[src/rtl/multicycle_ctrl_if.sv]
// Control/bus bundle between multicycle_ctrl (master) and the datapath/memory port (slave).
// Handshake: mem_req is held high until the cycle in which mem_ready=1; that cycle completes the access.
interface multicycle_ctrl_if;
    logic [31:0] instr;
    logic        alu_zero;
    logic        alu_lt;
    logic        mem_ready;
    logic        mem_req;
    logic        mem_we;
    logic        ir_write;
    logic        pc_write;
    logic        reg_write;
    logic        pc_src;
    logic        alu_src_a;
    logic        alu_src_b;
    logic        mem_to_reg;
    logic        link_sel;
    logic [1:0]  alu_op;
    logic        illegal;
    logic        bus_err;
    logic [31:0] instret;

    modport master (
        input  instr, alu_zero, alu_lt, mem_ready,
        output mem_req, mem_we, ir_write, pc_write, reg_write, pc_src,
               alu_src_a, alu_src_b, mem_to_reg, link_sel, alu_op,
               illegal, bus_err, instret
    );

    modport slave (
        output instr, alu_zero, alu_lt, mem_ready,
        input  mem_req, mem_we, ir_write, pc_write, reg_write, pc_src,
               alu_src_a, alu_src_b, mem_to_reg, link_sel, alu_op,
               illegal, bus_err, instret
    );
endinterface

[src/rtl/multicycle_ctrl.sv]
// Multi-cycle RV32I control FSM: IDLE/FETCH/DECODE/EXEC/MEM/WB/TRAP over one shared memory port.
// Optional retired-instruction counter enabled by defining CTRL_INSTRET_EN.
module multicycle_ctrl #(
    parameter int unsigned TIMEOUT_CYCLES = 255
) (
    input  logic              clk,
    input  logic              rst_n,
    multicycle_ctrl_if.master bus,
    output logic [2:0]        o_dbg_state
);

    typedef enum logic [2:0] {
        S_IDLE   = 3'd0,
        S_FETCH  = 3'd1,
        S_DECODE = 3'd2,
        S_EXEC   = 3'd3,
        S_MEM    = 3'd4,
        S_WB     = 3'd5,
        S_TRAP   = 3'd6
    } state_t;

    typedef enum logic [2:0] {
        C_R      = 3'd0,
        C_I      = 3'd1,
        C_LOAD   = 3'd2,
        C_STORE  = 3'd3,
        C_BRANCH = 3'd4,
        C_AUIPC  = 3'd5,
        C_JAL    = 3'd6,
        C_NONE   = 3'd7
    } cls_t;

    localparam logic [7:0] TO_LIMIT = 8'(TIMEOUT_CYCLES);
    localparam logic       TO_EN    = (TIMEOUT_CYCLES != 0);

    state_t     r_state;
    state_t     w_state_next;
    cls_t       r_cls;
    cls_t       w_dec_cls;
    logic [1:0] r_br_kind;
    logic [7:0] r_wait;
    logic       r_illegal;
    logic       r_bus_err;

    logic       w_waiting;
    logic       w_timeout;
    logic       w_taken;
    logic       w_unused_instr_bits;

    logic       w_mem_req;
    logic       w_mem_we;
    logic       w_ir_write;
    logic       w_pc_write;
    logic       w_reg_write;
    logic       w_pc_src;
    logic       w_alu_src_a;
    logic       w_alu_src_b;
    logic       w_mem_to_reg;
    logic       w_link_sel;
    logic [1:0] w_alu_op;

    assign w_unused_instr_bits = ^{bus.instr[31:15], bus.instr[13], bus.instr[11:7]};

    // Legal branch funct3 values (000/001/100/101) are exactly those with bit 1 clear.
    always_comb begin
        w_dec_cls = C_NONE;
        case (bus.instr[6:0])
            7'b0110011: w_dec_cls = C_R;
            7'b0010011: w_dec_cls = C_I;
            7'b0000011: w_dec_cls = C_LOAD;
            7'b0100011: w_dec_cls = C_STORE;
            7'b1100011: w_dec_cls = bus.instr[13] ? C_NONE : C_BRANCH;
            7'b0010111: w_dec_cls = C_AUIPC;
            7'b1101111: w_dec_cls = C_JAL;
            default:    w_dec_cls = C_NONE;
        endcase
    end

    assign w_waiting = ((r_state == S_FETCH) || (r_state == S_MEM)) && !bus.mem_ready;
    assign w_timeout = TO_EN && w_waiting && ((r_wait + 8'd1) == TO_LIMIT);

    // r_br_kind = {funct3[2], funct3[0]}: bit 1 picks lt vs zero, bit 0 inverts the condition.
    assign w_taken = r_br_kind[1] ? (bus.alu_lt ^ r_br_kind[0]) : (bus.alu_zero ^ r_br_kind[0]);

    always_comb begin
        w_state_next = r_state;
        case (r_state)
            S_IDLE:   w_state_next = S_FETCH;
            S_FETCH: begin
                if (w_timeout)          w_state_next = S_TRAP;
                else if (bus.mem_ready) w_state_next = S_DECODE;
            end
            S_DECODE: w_state_next = (w_dec_cls == C_NONE) ? S_TRAP : S_EXEC;
            S_EXEC: begin
                case (r_cls)
                    C_R, C_I, C_AUIPC, C_JAL: w_state_next = S_WB;
                    C_LOAD, C_STORE:          w_state_next = S_MEM;
                    C_BRANCH:                 w_state_next = S_FETCH;
                    default:                  w_state_next = S_TRAP;
                endcase
            end
            S_MEM: begin
                if (w_timeout)          w_state_next = S_TRAP;
                else if (bus.mem_ready) w_state_next = (r_cls == C_STORE) ? S_FETCH : S_WB;
            end
            S_WB:     w_state_next = S_FETCH;
            S_TRAP:   w_state_next = S_TRAP;
            default:  w_state_next = S_IDLE;
        endcase
    end

    always_comb begin
        w_mem_req    = 1'b0;
        w_mem_we     = 1'b0;
        w_ir_write   = 1'b0;
        w_pc_write   = 1'b0;
        w_reg_write  = 1'b0;
        w_pc_src     = 1'b0;
        w_alu_src_a  = 1'b0;
        w_alu_src_b  = 1'b0;
        w_mem_to_reg = 1'b0;
        w_link_sel   = 1'b0;
        w_alu_op     = 2'b00;
        case (r_state)
            S_FETCH: begin
                w_mem_req  = 1'b1;
                w_ir_write = bus.mem_ready;
            end
            S_EXEC: begin
                case (r_cls)
                    C_R:     w_alu_op = 2'b10;
                    C_I: begin
                        w_alu_src_b = 1'b1;
                        w_alu_op    = 2'b10;
                    end
                    C_LOAD, C_STORE: w_alu_src_b = 1'b1;
                    C_AUIPC: begin
                        w_alu_src_a = 1'b1;
                        w_alu_src_b = 1'b1;
                    end
                    C_BRANCH: begin
                        w_alu_op   = 2'b01;
                        w_pc_write = 1'b1;
                        w_pc_src   = w_taken;
                    end
                    default: ;
                endcase
            end
            S_MEM: begin
                // Address operands stay as in EXEC so the ALU output is stable for the access.
                w_alu_src_b = 1'b1;
                w_mem_req   = 1'b1;
                w_mem_we    = (r_cls == C_STORE);
                w_pc_write  = (r_cls == C_STORE) && bus.mem_ready;
            end
            S_WB: begin
                w_reg_write  = 1'b1;
                w_pc_write   = 1'b1;
                w_mem_to_reg = (r_cls == C_LOAD);
                w_link_sel   = (r_cls == C_JAL);
                w_pc_src     = (r_cls == C_JAL);
            end
            default: ;
        endcase
    end

    always_ff @(posedge clk or negedge rst_n) begin
        if (!rst_n) begin
            r_state   <= S_IDLE;
            r_cls     <= C_NONE;
            r_br_kind <= 2'b00;
            r_wait    <= 8'd0;
            r_illegal <= 1'b0;
            r_bus_err <= 1'b0;
        end else begin
            r_state <= w_state_next;
            if (r_state == S_DECODE) begin
                r_cls     <= w_dec_cls;
                r_br_kind <= {bus.instr[14], bus.instr[12]};
                if (w_dec_cls == C_NONE) r_illegal <= 1'b1;
            end
            // Any state change restarts the wait count, so each FETCH/MEM entry starts at 0.
            if (w_state_next != r_state) r_wait <= 8'd0;
            else if (w_waiting)          r_wait <= r_wait + 8'd1;
            if (w_timeout) r_bus_err <= 1'b1;
        end
    end

`ifdef CTRL_INSTRET_EN
    logic [31:0] r_instret;

    always_ff @(posedge clk or negedge rst_n) begin
        if (!rst_n)          r_instret <= 32'd0;
        else if (w_pc_write) r_instret <= r_instret + 32'd1;
    end

    assign bus.instret = r_instret;
`else
    assign bus.instret = 32'd0;
`endif

    assign bus.mem_req    = w_mem_req;
    assign bus.mem_we     = w_mem_we;
    assign bus.ir_write   = w_ir_write;
    assign bus.pc_write   = w_pc_write;
    assign bus.reg_write  = w_reg_write;
    assign bus.pc_src     = w_pc_src;
    assign bus.alu_src_a  = w_alu_src_a;
    assign bus.alu_src_b  = w_alu_src_b;
    assign bus.mem_to_reg = w_mem_to_reg;
    assign bus.link_sel   = w_link_sel;
    assign bus.alu_op     = w_alu_op;
    assign bus.illegal    = r_illegal;
    assign bus.bus_err    = r_bus_err;
    assign o_dbg_state    = r_state;

endmodule

[src/flat_wrapper.sv]
// flat-port wrapper written by rule: the top's interface ports become plain ports
module multicycle_ctrl_flat 
#(
    parameter int unsigned TIMEOUT_CYCLES = 255
)
  (clk, rst_n, o_dbg_state, bus_instr, bus_alu_zero, bus_alu_lt, bus_mem_ready, bus_mem_req, bus_mem_we, bus_ir_write, bus_pc_write, bus_reg_write, bus_pc_src, bus_alu_src_a, bus_alu_src_b, bus_mem_to_reg, bus_link_sel, bus_alu_op, bus_illegal, bus_bus_err, bus_instret);
  multicycle_ctrl_if bus_i ();
  input  logic clk;
  input  logic rst_n;
  output logic [2:0] o_dbg_state;
  input wire logic [$bits(bus_i.instr)-1:0] bus_instr;
  input wire logic [$bits(bus_i.alu_zero)-1:0] bus_alu_zero;
  input wire logic [$bits(bus_i.alu_lt)-1:0] bus_alu_lt;
  input wire logic [$bits(bus_i.mem_ready)-1:0] bus_mem_ready;
  output wire logic [$bits(bus_i.mem_req)-1:0] bus_mem_req;
  output wire logic [$bits(bus_i.mem_we)-1:0] bus_mem_we;
  output wire logic [$bits(bus_i.ir_write)-1:0] bus_ir_write;
  output wire logic [$bits(bus_i.pc_write)-1:0] bus_pc_write;
  output wire logic [$bits(bus_i.reg_write)-1:0] bus_reg_write;
  output wire logic [$bits(bus_i.pc_src)-1:0] bus_pc_src;
  output wire logic [$bits(bus_i.alu_src_a)-1:0] bus_alu_src_a;
  output wire logic [$bits(bus_i.alu_src_b)-1:0] bus_alu_src_b;
  output wire logic [$bits(bus_i.mem_to_reg)-1:0] bus_mem_to_reg;
  output wire logic [$bits(bus_i.link_sel)-1:0] bus_link_sel;
  output wire logic [$bits(bus_i.alu_op)-1:0] bus_alu_op;
  output wire logic [$bits(bus_i.illegal)-1:0] bus_illegal;
  output wire logic [$bits(bus_i.bus_err)-1:0] bus_bus_err;
  output wire logic [$bits(bus_i.instret)-1:0] bus_instret;
  assign bus_i.instr = bus_instr;
  assign bus_i.alu_zero = bus_alu_zero;
  assign bus_i.alu_lt = bus_alu_lt;
  assign bus_i.mem_ready = bus_mem_ready;
  assign bus_mem_req = bus_i.mem_req;
  assign bus_mem_we = bus_i.mem_we;
  assign bus_ir_write = bus_i.ir_write;
  assign bus_pc_write = bus_i.pc_write;
  assign bus_reg_write = bus_i.reg_write;
  assign bus_pc_src = bus_i.pc_src;
  assign bus_alu_src_a = bus_i.alu_src_a;
  assign bus_alu_src_b = bus_i.alu_src_b;
  assign bus_mem_to_reg = bus_i.mem_to_reg;
  assign bus_link_sel = bus_i.link_sel;
  assign bus_alu_op = bus_i.alu_op;
  assign bus_illegal = bus_i.illegal;
  assign bus_bus_err = bus_i.bus_err;
  assign bus_instret = bus_i.instret;
  multicycle_ctrl #(.TIMEOUT_CYCLES(TIMEOUT_CYCLES)) u_core (.clk(clk), .rst_n(rst_n), .bus(bus_i), .o_dbg_state(o_dbg_state));
endmodule
[config.mk]
export PLATFORM = sky130hd
export DESIGN_NAME = multicycle_ctrl_flat
export DESIGN_NICKNAME = d
export VERILOG_FILES = /design/src/rtl/multicycle_ctrl_if.sv /design/src/rtl/multicycle_ctrl.sv /design/src/flat_wrapper.sv
export SDC_FILE = /design/constraint.sdc
export NUM_CORES = 1
export LEC_CHECK = 0
export CAP_MARGIN = 10
export CORE_ASPECT_RATIO = 1.5
export CORE_MARGIN = 2
export CORE_UTILIZATION = 30
export DETAILED_ROUTE_END_ITERATION = 7
export GPL_TIMING_DRIVEN = 0
export PLACE_DENSITY = 0.78
export SYNTH_ARGS = -nofsm -noshare
export SYNTH_HDL_FRONTEND = slang
export SYNTH_SLANG_ARGS = --single-unit
[constraint.sdc]
create_clock -name clk -period 1.8 [get_ports clk]
set_input_delay 0.18 -clock clk [delete_from_list [all_inputs] [get_ports clk]]
set_output_delay 0.18 -clock clk [all_outputs]
set_load 0.05 [all_outputs]
-- Yosys cells after proc, flatten, opt, wreduce, memory -nomap -nowiden
Index checks and enable logic that the tools add are counted.
- muxes and demuxes: 29
- equality and inequality tests: 22
- reductions and logical operators: 15
- add/subtract/negate cells: 1
- bitwise gates (word level): 2
- operators by type and width (operator ; count):
    $eq 3x3->1 const B ; 7
    $pmux 3 s7 ; 1
    $mux 3 ; 6
    $pmux 3 s6 ; 1
    $mux 8 ; 2
    $eq 7x5->1 const B ; 2
    $eq 7x6->1 const B ; 2
    $eq 7x7->1 const B ; 2
    $eq 3x2->1 const B ; 4
    $mux 1 ; 12
    $pmux 3 s3 ; 1
    $add 8x1->8 const B ; 1
    $eq 8x8->1 const B ; 1
    $reduce_or 2->1 ; 4
    $reduce_or 4->1 ; 2
    $eq 7x2->1 const B ; 1
    $eq 3x1->1 const B ; 2
    $logic_not 3->1 ; 2
    $mux 2 ; 2
    $pmux 1 s2 ; 2
    $pmux 2 s2 ; 1
    $logic_and 1x1->1 ; 3
    $ne 3x3->1 ; 1
    $pmux 1 s3 ; 1
    5 further kinds ; 6
- output and inout bits: 49
- bits in registers: 18
- input bits: 37

-- Longest topological paths before layout
- word-level depth: 8
- depth in mapped cells: 8

-- Worst setup path before layout
OpenSTA, ideal clock, no wires.
- kind: reg-to-output
- start point: register u_core.r_state[1] (netlist: u_core.o_dbg_state[1])
- end point: output bus_pc_write
- data required time: 1.620 ns
- data arrival time: 2.858 ns
- cell stages (with the launch flop): 5
- slack: -1.238 ns
- cells stage by stage: dfrtp_1 -> buf_2 -> nand3b_1 -> nor3_1 -> o21bai_1
- longest elaborated chain between the ends: 2
- elaborated cells on any way between the ends: 4
- classes of those cells: eq/ne: 3; mux: 1
- ends and longest elaborated chain (element ; line ; source):
    start: declaration ; multicycle_ctrl.sv:36 ; state_t r_state;
    start signal: assignment ; multicycle_ctrl.sv:176 ; r_state <= w_state_next;
    $eq 3x3->1 / $eq 3x2->1 (equally long branches) ; multicycle_ctrl.sv:124 ; case (r_state)
    $pmux 1 s3 (*) ; multicycle_ctrl.sv:124 ;
    end: declaration ; flat_wrapper.sv:18 ; output wire logic [$bits(bus_i.pc_write)-1:0] bus_pc_write;
Mark *: on every way between the ends. The rest lies on a longest branch, timed or not.

-- Worst setup path after layout
- start point: register u_core.r_cls[2]
- end point: register u_core.r_wait[1]
- longest elaborated chain between the ends: 7
- elaborated cells on any way between the ends: 17
- classes of those cells: eq/ne: 7; mux: 6; reduce/logical: 4
- ends and longest elaborated chain (element ; line ; source):
    start: declaration ; multicycle_ctrl.sv:38 ; cls_t r_cls;
    start signal: assignment ; multicycle_ctrl.sv:178 ; r_cls <= w_dec_cls;
    $eq 3x2->1 ; multicycle_ctrl.sv:95, multicycle_ctrl.sv:104 ;
    $mux 3 (2 in a row) ; multicycle_ctrl.sv:104 ; else if (bus.mem_ready) w_state_next = (r_cls == C_STORE) ? S_FETCH : S_WB;
    $mux 3 ; multicycle_ctrl.sv:103 ; if (w_timeout) w_state_next = S_TRAP;
    $pmux 3 s6 (*) ; multicycle_ctrl.sv:87 ; case (r_state)
    $ne 3x3->1 (*) ; multicycle_ctrl.sv:183 ; if (w_state_next != r_state) r_wait <= 8'd0;
    $mux 8 / $reduce_bool 2->1 (equally long branches) ; -- ;
    end signal: assignment ; multicycle_ctrl.sv:184 ; else if (w_waiting) r_wait <= r_wait + 8'd1;
    end: declaration ; multicycle_ctrl.sv:41 ; logic [7:0] r_wait;
Marked as above.
A chain may end at the register's enable or synchronous reset.

==> results.yml <==
cells_and_area:
  insertedDiodeCount: 0
  final_net_count: 327
  final_cell_mix: "sky130_fd_sc_hd__buf_4, sky130_fd_sc_hd__conb_1, sky130_fd_sc_hd__nor2_1"
  area_delta_synth_final_pct: 58.9
  fraction_of_final_layout_cells_sized_beyond_drive_strength_1_pct: 42.2
  layout_commonest_cell: "sky130_fd_sc_hd__buf_4"
  finalInstanceArea_um2: 2640
logic_synthesis:
  yosys.area.top_type: "sky130_fd_sc_hd__dfrtp_1"
  ys_dominant_reg_cell: "sky130_fd_sc_hd__dfrtp_1"
  synth_warnings: 0
  synth_async_sr_flop_share_pct: 100
  number_of_distinct_library_cells_after_synthesis: 52
  ys_top_cells_by_area: "sky130_fd_sc_hd__dfrtp_1, sky130_fd_sc_hd__buf_4, sky130_fd_sc_hd__nor2_1"
  synth_enable_flop_cells: 0
  synth.top_cell.area_share_pct: 22.6
  synth-seq-area-share_pct: 27.4
  syn_avg_cell_area_um2: 8.26
  post_synth_instance_area_um2: 1660
  netlist_instances: 201
  synth_seq_cells: 18
floorplanning:
  die_width_um: 64.7
  die-height_um: 95.1
  core_region_area_um2: 5410
  floorplan.initialDensity_pct: 30.7
  design.die.area_um2: 6160
  pin_count: 86
  core.rowCount: 33
sta:
  timing_hold_violations_final: 0
  tightest_slew_ns: 0.870
  final_critical_path_setup_slack_ns: -0.192
  final_period_minus_worst_setup_slack_ns: 1.99
  grt_setup_unrepaired: "yes"
  slew-limit-headroom_pct: 41.8
  clock-skew-final_ns: 0.00933
  final_max_slew_viol_count: 0
  maxClockFrequency_mhz: 502
  setup_viol: 14
  timing.final.crit_share_pct: 111
grt:
  groute.usage.overall_pct: 14.5
  antenna_found_initial: 0
  grt_pass1_wl_um: 7120
  globalRoute.totalOverflow: 0
  first_global_vias: 1622
  grt_max_degree: 19
pwr:
  p_leak_nw: 1.18
  vdd.ir_drop.worst_uv: 711
  powerDensity_nw_per_um2: 1370
  power_total_w: 0.00363
detailed_routing:
  via_per_inst: 4.68
  drt-total-wl_um: 4800
  detailedRoute.firstPassIterationCount: 4
  postRouteAntennaNets: 0
  wl_per_cell_um: 13.4
  vias: 1671
  drcViolationCount: 0
  drt_first_iter_violations: 42
outcome:
  outcome: "finished with violations"
  violated_checks: "negative setup slack"
clock_tree:
  clkLatencyLatePin_ns: 0.26
  cts.reportedPaths.clkPinSlew_ns: 0.08
  cts.root.buffer_cell: "sky130_fd_sc_hd__clkbuf_8"
  cts_inserted_buffers: 3
  cts.sinks: 18
  ctsLongestPathBuffers: 2
  cts_hold_buf: 0
  tritoncts: "yes"
  h-tree-depth: 1
setup_path:
  path_max_fanout: 8
  critPathBufInv: 1
  critical_path.top_delay_family: "compound AO/OA/AOI/OAI gates"
  timing.setup.critical_path_class: "register to register"
  timing.critical_path.to_type: "register"
  worst_path_required_time_ns: 1.99
  cpMaxStageDelayCell: "sky130_fd_sc_hd__dfstp_2"
  crit_path_cell_trace: "nand3_4 > a211o_1 > a221o_1 > a221oi_4 > buf_12 > o211ai_1 > nor2_1"
  critical_path.startpoint_type: "register"
  worst_ep_arrival_time_ns: 2.18
  critical-path-max-stage-delay_ns: 0.61
placement:
  dp_hpwl_um: 2950
  dp_slack_ns: -0.825
  detailed_place.area_um2: 2270
  routabilityCongestion: 0.782
  port_buffers: 31
run:
  drv.max_cap_violation_count: 0
min_path:
  holdCritPathClass: "input pin to async pin"
[power breakdown]
group          switching [W]  internal (W)  total (W)  leakage [nW]
logic                0.00151       0.00108    0.00259         0.937
clock network       0.000143      0.000195   0.000338        0.0288
registers           0.000166      0.000535   0.000701         0.219
total                0.00182       0.00181    0.00363          1.18
[registers in the layout (all words and copies together), names as in the netlist]
signal              count
u_core.bus.bus_err      1
u_core.bus.illegal      1
u_core.r_wait           8
u_core.r_cls            3
u_core.r_br_kind        2
u_core.o_dbg_state      3
[layer usage]
layer	track usage (%)	wire [um]	vias to the layer above
met5	0	0	-
met3	2.36	256	13
met4	7.27	72	0
met1	15.7	1760	776
li1	-	-	809
met2	26.8	2710	73
[worst reg2reg max path, delay by kind of cell, from the launching register on]
| kind | cells | cell delay (ns) |
|---|---|---|
| DFF | 1 | 0.61 |
| and+or+nand+nor | 2 | 0.18 |
| buffers and inverters | 1 | 0.16 |
| AOI/OAI and AO/OA | 4 | 0.98 |
[what timing repair did]
item	4_1_cts	5_1_grt
pin swaps	9	9
endpoints found under the setup margin	21	21
buffers inserted	12	8
resized for setup	81	33
gates cloned	1	0
[cell type report]
class | count | area (um^2)
Buffer | 38 | 293
Clock buffer | 4 | 55.1
Fill cell | 502 | 2770
Inverter | 3 | 11.3
Multi-Input combinational cell | 172 | 1220
Sequential cell | 18 | 462
Tap cell | 70 | 87.6
Timing Repair Buffer | 52 | 509
[per-stage QoR]
step	utilization (%)	setup TNS (ns)	hold slack, ns	instances
6_report	48.8	-1.65	0.413	357
3_5_place_dp	41.9	-8.03	0.460	333
3_3_place_gp	41.9	-7.98	0.455	333
5_1_grt	48.8	-2.37	0.445	357
4_1_cts	46.1	-1.27	0.445	350
2_1_floorplan	-	-1.13	-0.116	232
[cells in the mapped netlist (all sizes together) (2+ instances only)]
library cell	instances
dfstp	3
nor4	2
nand4	3
ha	2
a31oi	3
inv	3
nor3	6
o211ai	5
dfrtp	15
nor3b	3
mux2	2
a211o	2
a21boi	2
and3	2
nand3	4
xnor2	9
nor2	22
o21ai	7
nand2	21
buf	36
a211oi	2
a21oi	9
clkbuf	3
nor2b	6
mux2i	4
nand3b	3
nand2b	9
[kinds of logic (layout without fill, tap and decap cells)]
| kind of cell | count (synthesis) | count (layout) | share of synthesized area (%) |
|---|---|---|---|
| other | 1 | 32 | 0.226 |
| multiplexers | 6 | 6 | 4.52 |
| adder cells (fa/ha/maj) | 2 | 2 | 1.51 |
| flip-flops | 18 | 18 | 27.4 |
| XOR/XNOR | 9 | 9 | 4.75 |
| buffers and inverters | 42 | 97 | 17.3 |
| AND/OR/NAND/NOR | 84 | 84 | 26.6 |
| AO/OA/AOI/OAI | 39 | 39 | 17.8 |
[final timing paths]
kind	slack [ns]	cells after the start	startpoint	to
setup / recovery	-0.19	7	u_core.r_cls[2]$_DFFE_PN1N_	u_core.r_wait[1]$_DFFE_PN0P_
hold / removal	0.41	1	rst_n	u_core.r_wait[6]$_DFFE_PN0P_
setup reg to reg	-0.19	7	u_core.r_cls[2]$_DFFE_PN1N_	u_core.r_wait[1]$_DFFE_PN0P_
hold reg to reg	0.47	1	u_core.bus.illegal$_DFFE_PN0P_	u_core.bus.illegal$_DFFE_PN0P_
max in group asynchronous	0.79	1	rst_n	u_core.o_dbg_state[1]$_DFF_PN0_
min in group clk	0.43	3	bus_mem_ready	u_core.o_dbg_state[1]$_DFF_PN0_
(Power assumes the default switching activity.)
==> RTL edit (same flow settings) <==
Re-encode `cls_t` (8 values) as Gray code, 3 bits wide.
--- a/src/rtl/multicycle_ctrl.sv
+++ b/src/rtl/multicycle_ctrl.sv
@@ -21,12 +21,12 @@
 
     typedef enum logic [2:0] {
-        C_R      = 3'd0,
-        C_I      = 3'd1,
-        C_LOAD   = 3'd2,
-        C_STORE  = 3'd3,
-        C_BRANCH = 3'd4,
-        C_AUIPC  = 3'd5,
-        C_JAL    = 3'd6,
-        C_NONE   = 3'd7
+        C_R      = 3'b000,
+        C_I      = 3'b001,
+        C_LOAD   = 3'b011,
+        C_STORE  = 3'b010,
+        C_BRANCH = 3'b110,
+        C_AUIPC  = 3'b111,
+        C_JAL    = 3'b101,
+        C_NONE   = 3'b100
     } cls_t;
 
Formal check against the unedited RTL: same outputs for any inputs over 10 cycles, from zero or initial values and one cycle with rst_n low; not proved beyond that.
==> RTL edit against the unedited design <==
The run still ends with negative setup slack left. First-iteration DRC count up 38%. Count of clock-buffer cells in the layout did not move. Highest routed layer unchanged. Core utilization rose by 0.32 points. Synthesized area fell by 1.9%. Power fell by 8.0%. Worst setup slack better by 0.16 ns. Wire length fell by 15%. Sequential cell count stayed put. Non-clock buffer count shrank 5. Design area fell by 3.1%. Critical path depth rose by 1. Synthesized cell count is 3.5% lower. Via count is 4.4% lower. Sequential share of layout area is 0.47 points higher. Critical endpoint is now u_core.r_wait[2].
==> RTL edit: results (changes against the unedited design) <==
* Status: complete, but fails checks
* Violations in the final reports: negative setup slack
* Synthesized-area fraction occupied by xor and xnor cells at 5.38% (+0.63 points)
* Crit-path max FO at 10 (+2)
* Syn. warnings at 0 (unchanged)
* Top post-synthesis cells by area: sky130_fd_sc_hd__dfrtp_1, sky130_fd_sc_hd__buf_4, sky130_fd_sc_hd__nor2_1
* Routed length on met3 at 296 um (+16%)
* Leakage power figure at 1.15 nW (-2.6%)
* Global router's overall resource usage at 12.3% (-2.2 points)
* Met1 routing resource usage after global routing at 12.9% (-2.7 points)
* Post-Syn Instances at 194 (-3.5%)
* Sum of routed wire segments on met1 at 1440 um (-18%)
* Instance area at placement at 2260 um2 (-0.17%)
* First-pass GRT wire length at 6020 um (-15%)
* Met3 capacity usage during global routing at 1.20% (-1.2 points)
* CTS Buffer Depth at 2 (unchanged)
* Routability Congestion at 0.866 (+11%)
* Number of iterations in the first detailed-routing pass at 4 (unchanged)
* Total inserted antenna cells at 0 (unchanged)
* Largest stage delay on the critical path at 0.44 ns (-0.17 ns)
* Count of routing violations after the opening detailed-route iteration at 58 (+38%)
* Least setup slack across all paths after layout at -0.0306 ns (+0.161 ns)
* Routed via count divided by cell count at 4.65 (-0.75%)
* IR drop worst, VDD at 0.000478 V (-33%)
* Top reg by flops: u_core.r_wait
* Met2 global-route usage at 24.0% (-2.8 points)
* Largest register FFs at 8 (unchanged)
* Critical path origin: u_core.o_dbg_state[2]
* Number of buffers added by the clock tree synthesis step at 3 (unchanged)
* Fill cell count at 497 (-1.0%)
* Slowest cell on the critical path: sky130_fd_sc_hd__dfrtp_2
* Maximum clock skew at final layout at 0.00589 ns (-0.00344 ns)
* Transition time at the pin with the least slew margin at 0.824 ns (-0.0462 ns)
* Total of endpoints with negative setup slack in the final report at 8 (-6)
* Compound-gate portion of the synthesized area at 15.7% (-2.0 points)
* Cell count of the worst reg-to-reg path at 8 (+1)
* Wirelength, routed at 4060 um (-15%)
* Multiplexer area fraction after synthesis at 2.00% (-2.5 points)
* Fraction of the yosys area taken by sequential cells at 27.7% (+0.37 points)
* Worst reg2reg endpoint: u_core.r_wait[2]
* Commonest cells in the synthesized netlist: sky130_fd_sc_hd__buf_4, sky130_fd_sc_hd__nor2_1, sky130_fd_sc_hd__dfrtp_1, sky130_fd_sc_hd__nand2_1, sky130_fd_sc_hd__a21oi_1
* Worst R2R Start: u_core.o_dbg_state[2]
* Share of synthesized flip-flops with an asynchronous set or reset at 100% (unchanged)
* Fin Hold WS at 0.399 ns (-0.0140 ns)
* Arrival time at the worst endpoint at 1.96 ns (-0.22 ns)
* Ratio of cells with drive above 1 in the final layout at 42.8% (+0.59 points)
* Placed wire-length estimate at 2910 um (-1.4%)
* Antenna violations before repair at 0 (unchanged)
* Accumulated negative setup slack at -0.201 ns (+1.45 ns)
* Post-synthesis adder-cell area fraction at 1.54% (+0.029 points)
* Cell Count, Final, Fillers Out at 344 (-3.6%)
* Post-placement setup slack at -0.632 ns (+0.193 ns)
* Met2 WL post-DR at 2210 um (-18%)
* Vias in the first global route at 1,420 (-12%)
* Number of nets in the finished design at 316 (-3.4%)
-- RTL edit: where the power goes --
group          total (W)  switching (W)  internal, W
sequential      0.000637       0.000128     0.000509
clock           0.000326       0.000132     0.000194
combinational    0.00237        0.00142     0.000957
-- RTL edit: timing repair --
action	4_1_cts	5_1_grt
resized for setup	78	23
hold buffers	0	0
buffers inserted	13	4
pin swaps	7	6
endpoints found under the hold margin	0	0
setup endpoints to repair	20	21
-- RTL edit: cell type report --
class                   count  area (um2)  area share, %
plain buffers              37         308           12.0
clock buffers               4        55.1           2.15
inverters                   5        27.5           1.08
multi-input cells         164        1210           47.5
flip-flops and latches     18         459           18.0
well taps                  68        85.1           3.33
repair buffers             48         407           15.9
-- RTL edit: worst max-delay path, delay by kind of cell (launching register included) --
family                    cells  cell delay [ns]
AOI/OAI and AO/OA             3             0.61
xor gates and xnor gates      1             0.18
buffers and inverters         2             0.33
DFF                           1             0.44
and+or+nand+nor               2             0.17
